[config.mk]
export PLATFORM = sky130hd
export DESIGN_NAME = ff_excitation_gen
export DESIGN_NICKNAME = d
export VERILOG_FILES = /design/src/rtl/ff_excitation_gen.sv
export SDC_FILE = /design/constraint.sdc
export NUM_CORES = 1
export LEC_CHECK = 0
export CAP_MARGIN = 5
export CORE_MARGIN = 2
export CORE_UTILIZATION = 48
export CTS_CLUSTER_SIZE = 30
export DETAILED_ROUTE_END_ITERATION = 16
export PLACE_DENSITY = 0.77
export SYNTH_ARGS = -nofsm -noshare
export SYNTH_HDL_FRONTEND = slang
export SYNTH_SLANG_ARGS = --single-unit
[constraint.sdc]
create_clock -name clk -period 2.9 [get_ports clk]
set_input_delay 0.87 -clock clk [delete_from_list [all_inputs] [get_ports clk]]
set_output_delay 0.87 -clock clk [all_outputs]
set_load 0.01 [all_outputs]
[src/rtl/ff_excitation_gen.sv]
// Derives JK/SR/T excitation from a desired-next-state stream and checks it against a flip-flop model.
// Latency: excitation N+1, model/err N+2; no backpressure, one sample per cycle.
module ff_excitation_gen #(
    parameter int CNT_W = 8
) (
    input  logic             clk,
    input  logic             rst,
    input  logic             in_valid,
    input  logic             d_next,
    input  logic [1:0]       mode,
    input  logic             fault_inj,
    output logic             J,
    output logic             K,
    output logic             S,
    output logic             R,
    output logic             T,
    output logic             out_valid,
    output logic             q_model,
    output logic             err,
    output logic [CNT_W-1:0] err_cnt
);

    localparam logic [1:0] MODE_SR = 2'b01;
    localparam logic [1:0] MODE_T  = 2'b10;
    localparam logic [CNT_W-1:0] CNT_MAX = {CNT_W{1'b1}};
    localparam logic [CNT_W-1:0] CNT_ONE = {{(CNT_W-1){1'b0}}, 1'b1};

    logic       q_exp;
    logic       d_exp;
    logic [1:0] exc_mode;

    logic j_c, k_c, s_c, r_c, t_c;
    logic q_nxt, sr_bad, mism;

    // Don't-cares resolve to 0; the fault flips only the primary bit.
    always_comb begin
        j_c = 1'b0;
        k_c = 1'b0;
        s_c = 1'b0;
        r_c = 1'b0;
        t_c = 1'b0;
        case (mode)
            MODE_SR: begin
                s_c = (~q_exp & d_next) ^ fault_inj;
                r_c = q_exp & ~d_next;
            end
            MODE_T: begin
                t_c = (q_exp ^ d_next) ^ fault_inj;
            end
            default: begin
                j_c = (~q_exp & d_next) ^ fault_inj;
                k_c = q_exp & ~d_next;
            end
        endcase
    end

    always_comb begin
        sr_bad = 1'b0;
        q_nxt  = q_model;
        case (exc_mode)
            MODE_SR: begin
                sr_bad = S & R;
                q_nxt  = sr_bad ? q_model : (S | (~R & q_model));
            end
            MODE_T: begin
                q_nxt = q_model ^ T;
            end
            default: begin
                q_nxt = (J & ~q_model) | (~K & q_model);
            end
        endcase
        mism = sr_bad | (q_nxt != d_exp);
    end

    always_ff @(posedge clk) begin
        if (rst) begin
            J         <= 1'b0;
            K         <= 1'b0;
            S         <= 1'b0;
            R         <= 1'b0;
            T         <= 1'b0;
            out_valid <= 1'b0;
            q_exp     <= 1'b0;
            d_exp     <= 1'b0;
            exc_mode  <= 2'b00;
            q_model   <= 1'b0;
            err       <= 1'b0;
            err_cnt   <= '0;
        end else begin
            if (in_valid) begin
                J         <= j_c;
                K         <= k_c;
                S         <= s_c;
                R         <= r_c;
                T         <= t_c;
                out_valid <= 1'b1;
                q_exp     <= d_next;
                d_exp     <= d_next;
                exc_mode  <= mode;
            end else begin
                J         <= 1'b0;
                K         <= 1'b0;
                S         <= 1'b0;
                R         <= 1'b0;
                T         <= 1'b0;
                out_valid <= 1'b0;
            end

            // The model is never resynchronised to q_exp after a mismatch.
            if (out_valid) begin
                q_model <= q_nxt;
                err     <= mism;
                if (mism && (err_cnt != CNT_MAX))
                    err_cnt <= err_cnt + CNT_ONE;
            end else begin
                err <= 1'b0;
            end
        end
    end

endmodule

==> impl_metrics.csv <==
group,metric,value,unit
outcome,status,"complete, no violations",
placement,place_congestion,0.781,
clocking,cts.path.max_buffers,2,
setup_path,worstPathArrival,1.35,ns
synth,synth_edf_count,0,
synth,synthCells,110,
placement,dp_hpwl,1.55,mm
grt,antenna_found_initial,0,
cells_and_area,synthToLayoutAreaGrowth,27.5,%
setup_path,crit_fanout,6,
setup_path,rrSetupSlack,0.73,ns
synth,syn_area,1000,sq um
setup_path,slowest_stage,"clkdlybuf4s50_1",
synth,syn_avg_cell_area,9.13,sq um
cells_and_area,diodes,0,
die,die_y,49.8,um
setup_path,cp_top_family,"buffers and inverters",
grt,grt-ovfl-total,0,
sta,setup_violations,0,
power,powerDensity,383,nW/um^2
routing,route.detailed.drc,0,
synth,synth_simple_gate_area_share,27.3,%
setup_path,critPathLaunch,"q_model",
sta,slew_headroom,56.9,%
clocking,numCtsBuffers,3,
job,maxCapViolations,0,
clocking,holdBufCountCts,0,
setup_path,startpoint_type,"flip-flop",
grt,grt_pass1_vias,803,
routing,wl_met3,72,um
sta,finalCriticalPeriod,2.22,ns
clocking,cts_sinks,19,
sta,fin_skew,0.00565,ns
die,start_util,51.2,%
clocking,cts_max_level,1,
setup_path,r2r_start,"exc_mode[0]",
synth,synthMuxAreaShare,8.72,%
sta,hold_viol,0,
cells_and_area,fillers,189,
clocking,cts.clk_slew.worst_paths,0.11,ns
sta,drv_slew,0,
setup_path,worstPathRequired,2.03,ns
setup_path,worstRegToRegCells,8,
routing,top_layer_used,"met3",
routing,drt_iter0_drc,9,
synth,yosysTopAreaCell,"dfxtp_1",
routing,via_per_inst,5.17,
grt,grt_max_degree,20,
routing,routedWlPerCell,12.0,um
synth,syn-num-nets,124,
routing,wirelength_met1,896,um
synth,synthAdderAreaFrac,8.72,%
routing,wirelength,1.93,mm
synth,yosysSeqAreaShare,37.9,%
cells_and_area,drive_gt1_share,6.72,%
synth,async_flop_share,0,%
sta,tns,0,ns
die,dieArea,2480,sq um
synth,synth_compound_area_share,11.1,%
cells_and_area,area.sequential,380,sq um
die,chipWidth,49.8,um
placement,dp_slack,0.610,ns
synth,synth_top_family_by_area,"simple AND/OR/NAND/NOR gates",
sta,rsz0062_at_grt,"false",
die,ios,23,
synth,netlist-cell-type-count,32,
routing,first_pass_iters,3,
synth,ys.flop_type,"dfxtp_1",
routing,vias,832,
synth,synth-xor-area-share,2.62,%
setup_path,end_kind,"primary output",
setup_path,worst-path-stages,1,
cells_and_area,multi_input_area,587,sq um
min_path,worstHoldPathCells,2,
synth,synth.most_common_cell,"dfxtp_1",
synth,yosys_warnings,0,
routing,wl_met2,964,um
cells_and_area,final_core_util,65.3,%
clocking,post_cts.repair.setup_buffers,0,
clocking,cts_tree,"done",
power,peakVddDrop,281,uV
power,leakagePower,0.000536,uW
grt,grt_pass1_wl,3.45,mm
sta,tightestPinTransition,0.645,ns
die,row_count,16,
grt,grt_usage,18.0,%
min_path,min_from,"err_cnt[1]",
synth,synthTopCellsByCount,"dfxtp_1, nor2_1, inv_1",
die,core,1960,sq um
synth,synth-seq-cells,19,
cells_and_area,nets,149,
sta,layout_setup_ws,0.685,ns
synth,yosysTopAreaCellShare,37.9,%
setup_path,critical_path.max_stage_delay,0.59,ns
routing,final_antenna_net_count,0,
placement,portBuffers,22,
clocking,cts-root-buf,"clkbuf_4",
setup_path,path_buf_inv,1,
setup_path,crit_chain,"clkdlybuf4s50_1",
setup_path,criticalPathCategory,"flip-flop to primary output",
clocking,clk_latency,0.30,ns
synth,synth.area.top_cells,"dfxtp_1, ha_1, mux2i_1",
sta,timing.fmax,451,MHz
min_path,hold_path_class,"flip-flop to flip-flop",
sta,finalCritPeriodShare,76.4,%
clocking,cts_resized,0,
worst paths after layout:
path	to
worst max-delay path	q_model
worst max register to register	err_cnt[3]
worst min register to register	err_cnt[1]
worst min-delay path	err_cnt[1]
layer usage:
metal,vias up,global-route usage [%]
met5,-,0
met4,0,2.78
met1,386,21.2
met3,0,5.45
met2,14,32.4
li1,432,-
cells in the final DEF, fill, tap and decap left out, types with 2 or more instances in the layout:
cell | netlist | layout
clkbuf_4 | 0 | 3
ha_1 | 7 | 7
and2_1 | 3 | 3
nand2_1 | 4 | 4
a311oi_1 | 3 | 3
nor3_1 | 3 | 3
dfxtp_1 | 19 | 19
xnor2_1 | 2 | 2
and3_1 | 7 | 7
nor2_1 | 12 | 12
nor2b_1 | 5 | 5
a21oi_1 | 3 | 3
clkdlybuf4s50_1 | 0 | 22
nand2b_1 | 3 | 3
nand3_1 | 6 | 6
o21ai_1 | 2 | 2
mux2_1 | 2 | 2
mux2i_1 | 5 | 5
inv_1 | 8 | 8
final cells by class:
class                   count  share of cell area [%]
well taps                  27                    2.64
inverters                   8                    2.34
flip-flops and latches     19                    29.7
clock inverters             1                   0.586
repair buffers             22                    17.2
clock buffers               3                    1.76
multi-input cells          81                    45.8
where the power goes:
| group | switching [uW] | leakage [uW] | internal, uW |
|---|---|---|---|
| clock | 84.2 | 0.0000139 | 52.4 |
| sequential | 8.30 | 0.000154 | 268 |
| combinational | 38.6 | 0.000367 | 39.1 |
metrics by stage:
stage | total power [uW] | instances | hold WS (ns) | area (sq um)
final | 491 | 161 | 0.529 | 1280
after CTS | 498 | 161 | 0.539 | 1280
after detailed placement | 360 | 157 | 0.521 | 1250
after floorplan | 330 | 110 | 0.487 | 1000
after global routing | 517 | 161 | 0.576 | 1280
after global placement | 358 | 157 | 0.507 | 1250
cell families after synthesis:
family | after synthesis
AND/OR/NAND/NOR | 49
flip-flops | 19
AO/OA/AOI/OAI | 14
buffers and inverters | 10
multiplexers | 8
adder cells (fa/ha/maj) | 7
XOR/XNOR | 3
sequential cells by signal, indices dropped and copies added (netlist names):
| register | flops |
|---|---|
| err_cnt | 8 |
| q_model | 1 |
| J | 1 |
| d_exp | 1 |
| err | 1 |
| exc_mode | 2 |
| T | 1 |
| R | 1 |
| S | 1 |
| out_valid | 1 |
| K | 1 |
No activity file was read; power rests on OpenSTA's default activity.
